[config.mk]
export PLATFORM = sky130hd
export DESIGN_NAME = wolfram_ca_engine
export DESIGN_NICKNAME = d
export VERILOG_FILES = /design/src/rtl/wolfram_ca_engine.sv
export SDC_FILE = /design/constraint.sdc
export NUM_CORES = 1
export LEC_CHECK = 0
export CELL_PAD_IN_SITES_DETAIL_PLACEMENT = 0
export CELL_PAD_IN_SITES_GLOBAL_PLACEMENT = 1
export CORE_MARGIN = 5
export CORE_UTILIZATION = 42
export CTS_CLUSTER_DIAMETER = 30
export CTS_CLUSTER_SIZE = 14
export DETAILED_ROUTE_END_ITERATION = 6
export PLACE_DENSITY = 0.87
export SYNTH_ARGS = -nofsm -noshare
export SYNTH_HDL_FRONTEND = slang
export SYNTH_SLANG_ARGS = --single-unit
[constraint.sdc]
create_clock -name clk -period 3 [get_ports clk]
set_input_delay 0.6 -clock clk [delete_from_list [all_inputs] [get_ports clk]]
set_output_delay 0.6 -clock clk [all_outputs]
set_load 0.01 [all_outputs]
[src/rtl/wolfram_ca_engine.sv]
// Runtime-programmable elementary cellular automaton: WIDTH cells, radius RADIUS,
// rule truth table indexed by the neighbourhood, iterated for a requested step count.
//
// state | meaning
// IDLE  | waiting; load / rule_we / start accepted
// RUN   | one generation per clock, busy high
// DONE  | one-cycle done pulse; load / rule_we / start accepted
module wolfram_ca_engine #(
  parameter int WIDTH                     = 16,
  parameter int RADIUS                    = 1,
  parameter int RULE_W                    = 2**(2*RADIUS+1),
  parameter logic [RULE_W-1:0] DEFAULT_RULE = '0,
  parameter int CNT_W                     = 16
) (
  input  logic              clk,
  input  logic              rst_n,
  input  logic              rule_we,
  input  logic [RULE_W-1:0] rule_in,
  input  logic              load,
  input  logic [WIDTH-1:0]  load_state,
  input  logic              wrap,
  input  logic              start,
  input  logic [CNT_W-1:0]  num_steps,
  output logic              busy,
  output logic              done,
  output logic [WIDTH-1:0]  state,
  output logic [CNT_W-1:0]  steps_done
);

  localparam int N = 2*RADIUS+1;

  typedef enum logic [1:0] {IDLE, RUN, DONE} fsm_t;

  fsm_t                       fsm;
  logic [RULE_W-1:0]          rule_q;
  logic                       wrap_q;
  logic [CNT_W-1:0]           target;
  logic [RADIUS-1:0]          hi_pad;
  logic [RADIUS-1:0]          lo_pad;
  logic [WIDTH+2*RADIUS-1:0]  ext;
  logic [WIDTH-1:0]           nxt;
  logic [CNT_W-1:0]           steps_inc;

  // Pad the cell vector with RADIUS cells on each side so that cell i's
  // neighbourhood is the contiguous slice ext[i +: N], MSB = highest cell.
  assign hi_pad = wrap_q ? state[RADIUS-1:0] : '0;
  assign lo_pad = wrap_q ? state[WIDTH-1:WIDTH-RADIUS] : '0;
  assign ext    = {hi_pad, state, lo_pad};

  for (genvar i = 0; i < WIDTH; i++) begin : g_cell
    assign nxt[i] = rule_q[ext[i +: N]];
  end

  assign steps_inc = steps_done + CNT_W'(1);

  always_ff @(posedge clk) begin
    if (!rst_n) begin
      fsm        <= IDLE;
      state      <= '0;
      rule_q     <= DEFAULT_RULE;
      wrap_q     <= 1'b0;
      target     <= '0;
      steps_done <= '0;
      busy       <= 1'b0;
      done       <= 1'b0;
    end else begin
      case (fsm)
        IDLE, DONE: begin
          done <= 1'b0;
          fsm  <= IDLE;
          if (rule_we) rule_q <= rule_in;
          if (load)    state  <= load_state;
          if (start) begin
            steps_done <= '0;
            target     <= num_steps;
            wrap_q     <= wrap;
            if (num_steps == '0) begin
              fsm  <= DONE;
              done <= 1'b1;
            end else begin
              fsm  <= RUN;
              busy <= 1'b1;
            end
          end
        end
        RUN: begin
          state      <= nxt;
          steps_done <= steps_inc;
          if (steps_inc == target) begin
            fsm  <= DONE;
            busy <= 1'b0;
            done <= 1'b1;
          end
        end
        default: begin
          fsm  <= IDLE;
          busy <= 1'b0;
          done <= 1'b0;
        end
      endcase
    end
  end

endmodule
======== Word-level counts from Yosys, hierarchy flattened ========
Index checks and enable logic that the tools add are counted.
word-level totals
  bits in registers ....................... 61
  bits in latches ......................... 0
  RAM bits ................................ 0
  bits in read-only memories .............. 0
  input bits .............................. 46
  output and inout port bits .............. 34
  word-level logic and storage cells ...... 91
  memories ................................ 0
cells by class
  add/subtract/negate cells ............... 1
  multipliers ............................. 0
  divide/modulo/power cells ............... 0
  $lt $le $gt $ge ......................... 16
  eq/ne operators ......................... 7
  shifts and indexed selects .............. 0
  multiplexer cells ....................... 50
  bitwise gates (word level) .............. 0
  reduce and logical (&&, ||, !) cells .... 9
operators with widths
  cell                                                                          count
  3-bit by 4-bit less-than comparator with 1-bit output, second input constant  16
  16-bit one-hot mux with 2 select lines                                        2
  1-bit binary-select mux with 3-bit select                                     16
  16-bit two-way mux                                                            2
  1-bit two-way mux                                                             24
  16-bit by 1-bit adder with 16-bit output, second input constant               1
  16-bit equality test                                                          1
  16-bit logical NOT                                                            1
  2-bit != test, second input constant                                          4
  2-bit AND reduction                                                           4
  2-bit two-way mux                                                             3
  1-bit one-hot mux with 2 select lines                                         2
  2-bit one-hot mux with 2 select lines                                         1
  3-bit AND reduction                                                           1
  2-bit by 1-bit equality test with 1-bit output, second input constant         1
  2-bit equality test, second input constant                                    1
  2-bit logical NOT                                                             1
  2-bit nonzero test                                                            1
  2-bit OR reduction                                                            1

======== Depth between registers and ports, before layout ========
  depth after elaboration ................. 4
  gate-level depth with buffers ........... 8
  depth with buffers taken out ............ 8

======== Worst setup path before layout ========
Ideal clock, no wire load.
  path type ............................... reg-to-reg
  start ................................... register steps_done[0]
  end ..................................... register busy
  setup time .............................. 116 ps
  arrival time ............................ 1954 ps
  data required time ...................... 2884 ps
  setup slack ............................. 929 ps
  stages on the path, launching flop included .. 8
  buffers on the path ..................... 0
  clock period less this slack ............ 2071 ps
  path through ............................ dfxtp_1 ha_1 nand3_2 nor4_4 xnor2_1 o211a_1 nand4_1 a41o_1
between the ends
  word-level cells in the longest chain between the ends .. 4
RTL lines
  what                                      RTL line  source
  start, declared                           27        output logic [CNT_W-1:0] steps_done
  start signal, assigned                    88        steps_done <= steps_inc;
  16-bit by 1-bit adder with 16-bit output  54        assign steps_inc = steps_done + CNT_W'(1);
  16-bit equality test                      89        if (steps_inc == target) begin
  2-bit != test (no line)                   n/a
  3-bit AND reduction (no line)             n/a
  end signal, assigned                      64        busy <= 1'b0;
  end signal, assigned                      91        busy <= 1'b0;
  end signal, assigned                      97        busy <= 1'b0;
  end, declared                             24        output logic busy,
Every way passes these cells.
A chain may end at the register's enable or synchronous reset.

======== Worst setup path after layout ========
  start ................................... register steps_done[4]
  end ..................................... register busy
The elaborated chain is that of the path after synthesis.

==> out/qor.yml <==
outcome:
  status: "finished, final reports clean"
power:
  ir_worst_vdd_uv: 239
  p_leak_nw: 1.86
  p_total_mw: 2.44
  powerDensity_nw_per_um2: 469
cells_and_area:
  nNetsFinal: 585
  final_area_um2: 5210
  antenna_cells: 0
  layout-drive-gt1-share: 0.129
  stdcell_count: 676
  synthToLayoutAreaGrowth_pct: 25.4
  fillers: 932
route:
  drcViolationCount: 0
  drtIter0Drc: 239
  postRouteAntennaNets: 0
  avgRoutedWirePerCell_um: 17.3
  vias_per_cell: 5.66
  num_vias: 3824
  dr.pass1.iters: 5
  drt_wl_total_um: 11700
critical_path:
  critPathCaptureType: "register"
  cp.required_ns: 3.24
  reg2reg_setup_slack_ns: 0.66
  critPathSlowestCell: "dfxtp_1"
  crit_path_frequent_cell: "nand4_1"
  worstPathCellList: "nand4_1 > nor4_2 > xnor2_1 > o21ai_0 > a21oi_1 > nand4_1 > a41o_1"
  cp.arrival_ns: 2.58
  cp_max_fo: 14
  critical-path-max-stage-delay_ns: 0.59
  crit_buf_inv: 0
  worstSetupStartpointType: "register"
  cp_top_family: "simple AND/OR/NAND/NOR gates"
  crit_type: "register to register"
yosys:
  syn_area_per_cell_um2: 8.59
  synth_seq_cells: 60
  synth_compound_area_frac: 0.128
  synth_top_cell_area_share: 0.289
  synth_fa_ha_area_frac: 0.00301
  synth-simple-area-share: 0.280
  synth-xor-area-share: 0.0421
  synth_edf_count: 0
  yosysTopAreaCell: "dfxtp_1"
  syn_inst: 484
  yosys.cell_count.top_type: "nand2_1"
  ys_seq_area_frac: 0.289
  synth_mux_area_frac: 0.212
  synth_ff_type: "dfxtp_1"
  yosys-top-cells-area: "dfxtp_1 (29%), mux4_2 (17%), nand2_1 (7.5%), mux2i_1 (3.9%), nor2b_1 (3.5%)"
  synth_cell_type_count: 57
  yosysWarnings: 0
  synth_commonest_cells: "nand2_1 (83), dfxtp_1 (60), clkbuf_1 (35), mux4_2 (32), nor2_1 (32)"
  async_reset_ff_frac: 0
  synth_nets: 531
  netlist_area_um2: 4160
  synth_top_family_by_area: "simple AND/OR/NAND/NOR gates"
sta:
  finalHoldViolations: 0
  fin_crit_sh: 0.779
  rsz0062_at_grt: "false"
  clock_skew_ns: 0.0112
  fin_crit_ns: 2.34
  worstMarginPinSlew_ns: 0.615
  slew_headroom: 0.590
  layout_setup_ws_ns: 0.664
  finalSetupViolCount: 0
  fmax_mhz: 428
  tns_ns: 0
  slew_violations: 0
placement:
  preCtsSetupSlack_ns: 0.695
  gp_congestion: 0.838
  io_buffers: 79
  dp.cells: 660
  dp_hpwl_um: 8200
  place_area_um2: 4990
global_route:
  grt_max_degree: 40
  grt_pass1_wl_um: 19100
  antenna_found_initial: 0
  grt_use_total: 0.203
  grt_pass1_vias: 3761
  grt_overflow: 0
clock_tree:
  cts_setup_buffers: 0
  cts_sinks: 60
  cts_buffers: 9
  cts_max_path_buffers: 2
  cts_tree: "done"
  path_clk_slew_ns: 0.07
  htree_num_levels: 3
  clkLatencyLatePin_ns: 0.36
  root_buffer: "clkbuf_8"
  cts-hold-fix-buffers: 0
  cts_resized: 0
job:
  cap_viol_max_count: 0
min_path:
  hp-class: "register to register"
die:
  initial_core_util: 0.427
  dieWidth_um: 109
  die_area_um2: 12000
  io_pins: 80
  fp-row-count: 36
  core-area_um2: 9730
  dieHeight_um: 109
-- layout by cell type, fill, tap and decap left out, types with 3 or more instances in the layout --
| master | instances |
|---|---|
| nand2_1 | 83 |
| nor4_1 | 9 |
| mux4_2 | 32 |
| and2_1 | 4 |
| a22oi_1 | 3 |
| buf_4 | 9 |
| clkinv_2 | 3 |
| o21ai_0 | 25 |
| o22ai_1 | 5 |
| nor3_1 | 8 |
| nand4_1 | 8 |
| clkdlybuf4s50_1 | 79 |
| dfxtp_1 | 60 |
| xor2_1 | 5 |
| a21boi_0 | 18 |
| mux2i_1 | 16 |
| or3b_2 | 3 |
| xnor2_1 | 15 |
| nand3_1 | 17 |
| a21oi_1 | 19 |
| nor2b_1 | 23 |
| and3_1 | 14 |
| clkbuf_8 | 10 |
| nor2_1 | 32 |
| nand2b_1 | 4 |
-- flip-flops by register name, summed over array words and instances (netlist names) --
name,count
busy,1
done,1
fsm,1
rule_q,8
state,16
steps_done,16
target,16
wrap_q,1
-- through the flow --
stage                util  hold WS, ns
floorplan               -        0.455
global placement    0.513        0.472
detailed placement  0.513        0.474
CTS                 0.536        0.483
global route        0.536        0.508
finish              0.536        0.477
-- routing by layer --
metal / vias up / GRT usage / wire length [um]
met5: - / 0 / 0
met4: 0 / 0.0516 / 116
met3: 8 / 0.0393 / 732
met2: 117 / 0.321 / 5440
met1: 1837 / 0.286 / 5380
li1: 1862 / - / -
-- area by class of cell --
cell class | count | area (um2) | share of cell area
Multi-Input combinational cell | 378 | 2770 | 0.531
Sequential cell | 60 | 1200 | 0.230
Timing Repair Buffer | 88 | 858 | 0.165
Tap cell | 133 | 166 | 0.0319
Clock buffer | 11 | 141 | 0.0271
Clock inverter | 5 | 75.1 | 0.0144
Inverter | 1 | 3.75 | 0.000720
-- path summary, 6_finish.rpt --
kind,start,end,cells past startpoint
worst max-delay path,steps_done[4],busy,7
worst min-delay path,target[10],target[10],2
worst max register to register,steps_done[4],busy,7
worst min register to register,target[10],target[10],2
-- worst min-delay path, delay by kind of cell, from the launching register on --
| family | cells | cell delay, ns |
|---|---|---|
| flops | 1 | 0.32 |
| compound gates | 1 | 0.06 |
| simple gates | 1 | 0.05 |
-- kinds of logic (layout without fill, tap and decap cells) --
family / count (synthesis) / count (layout)
AND/OR/NAND/NOR: 225 / 225
AO/OA/AOI/OAI: 84 / 84
flip-flops: 60 / 60
multiplexers: 48 / 48
buffers and inverters: 46 / 105
XOR/XNOR: 20 / 20
adder cells (fa/ha/maj): 1 / 1
-- power by group --
part	switching (mW)	leakage, nW	total, mW	internal, mW
Clock	0.339	0.113	0.825	0.486
Sequential	0.146	0.492	1.00	0.858
Combinational	0.258	1.25	0.615	0.357
Total	0.743	1.86	2.44	1.70
No activity file was read; power rests on OpenSTA's default activity.
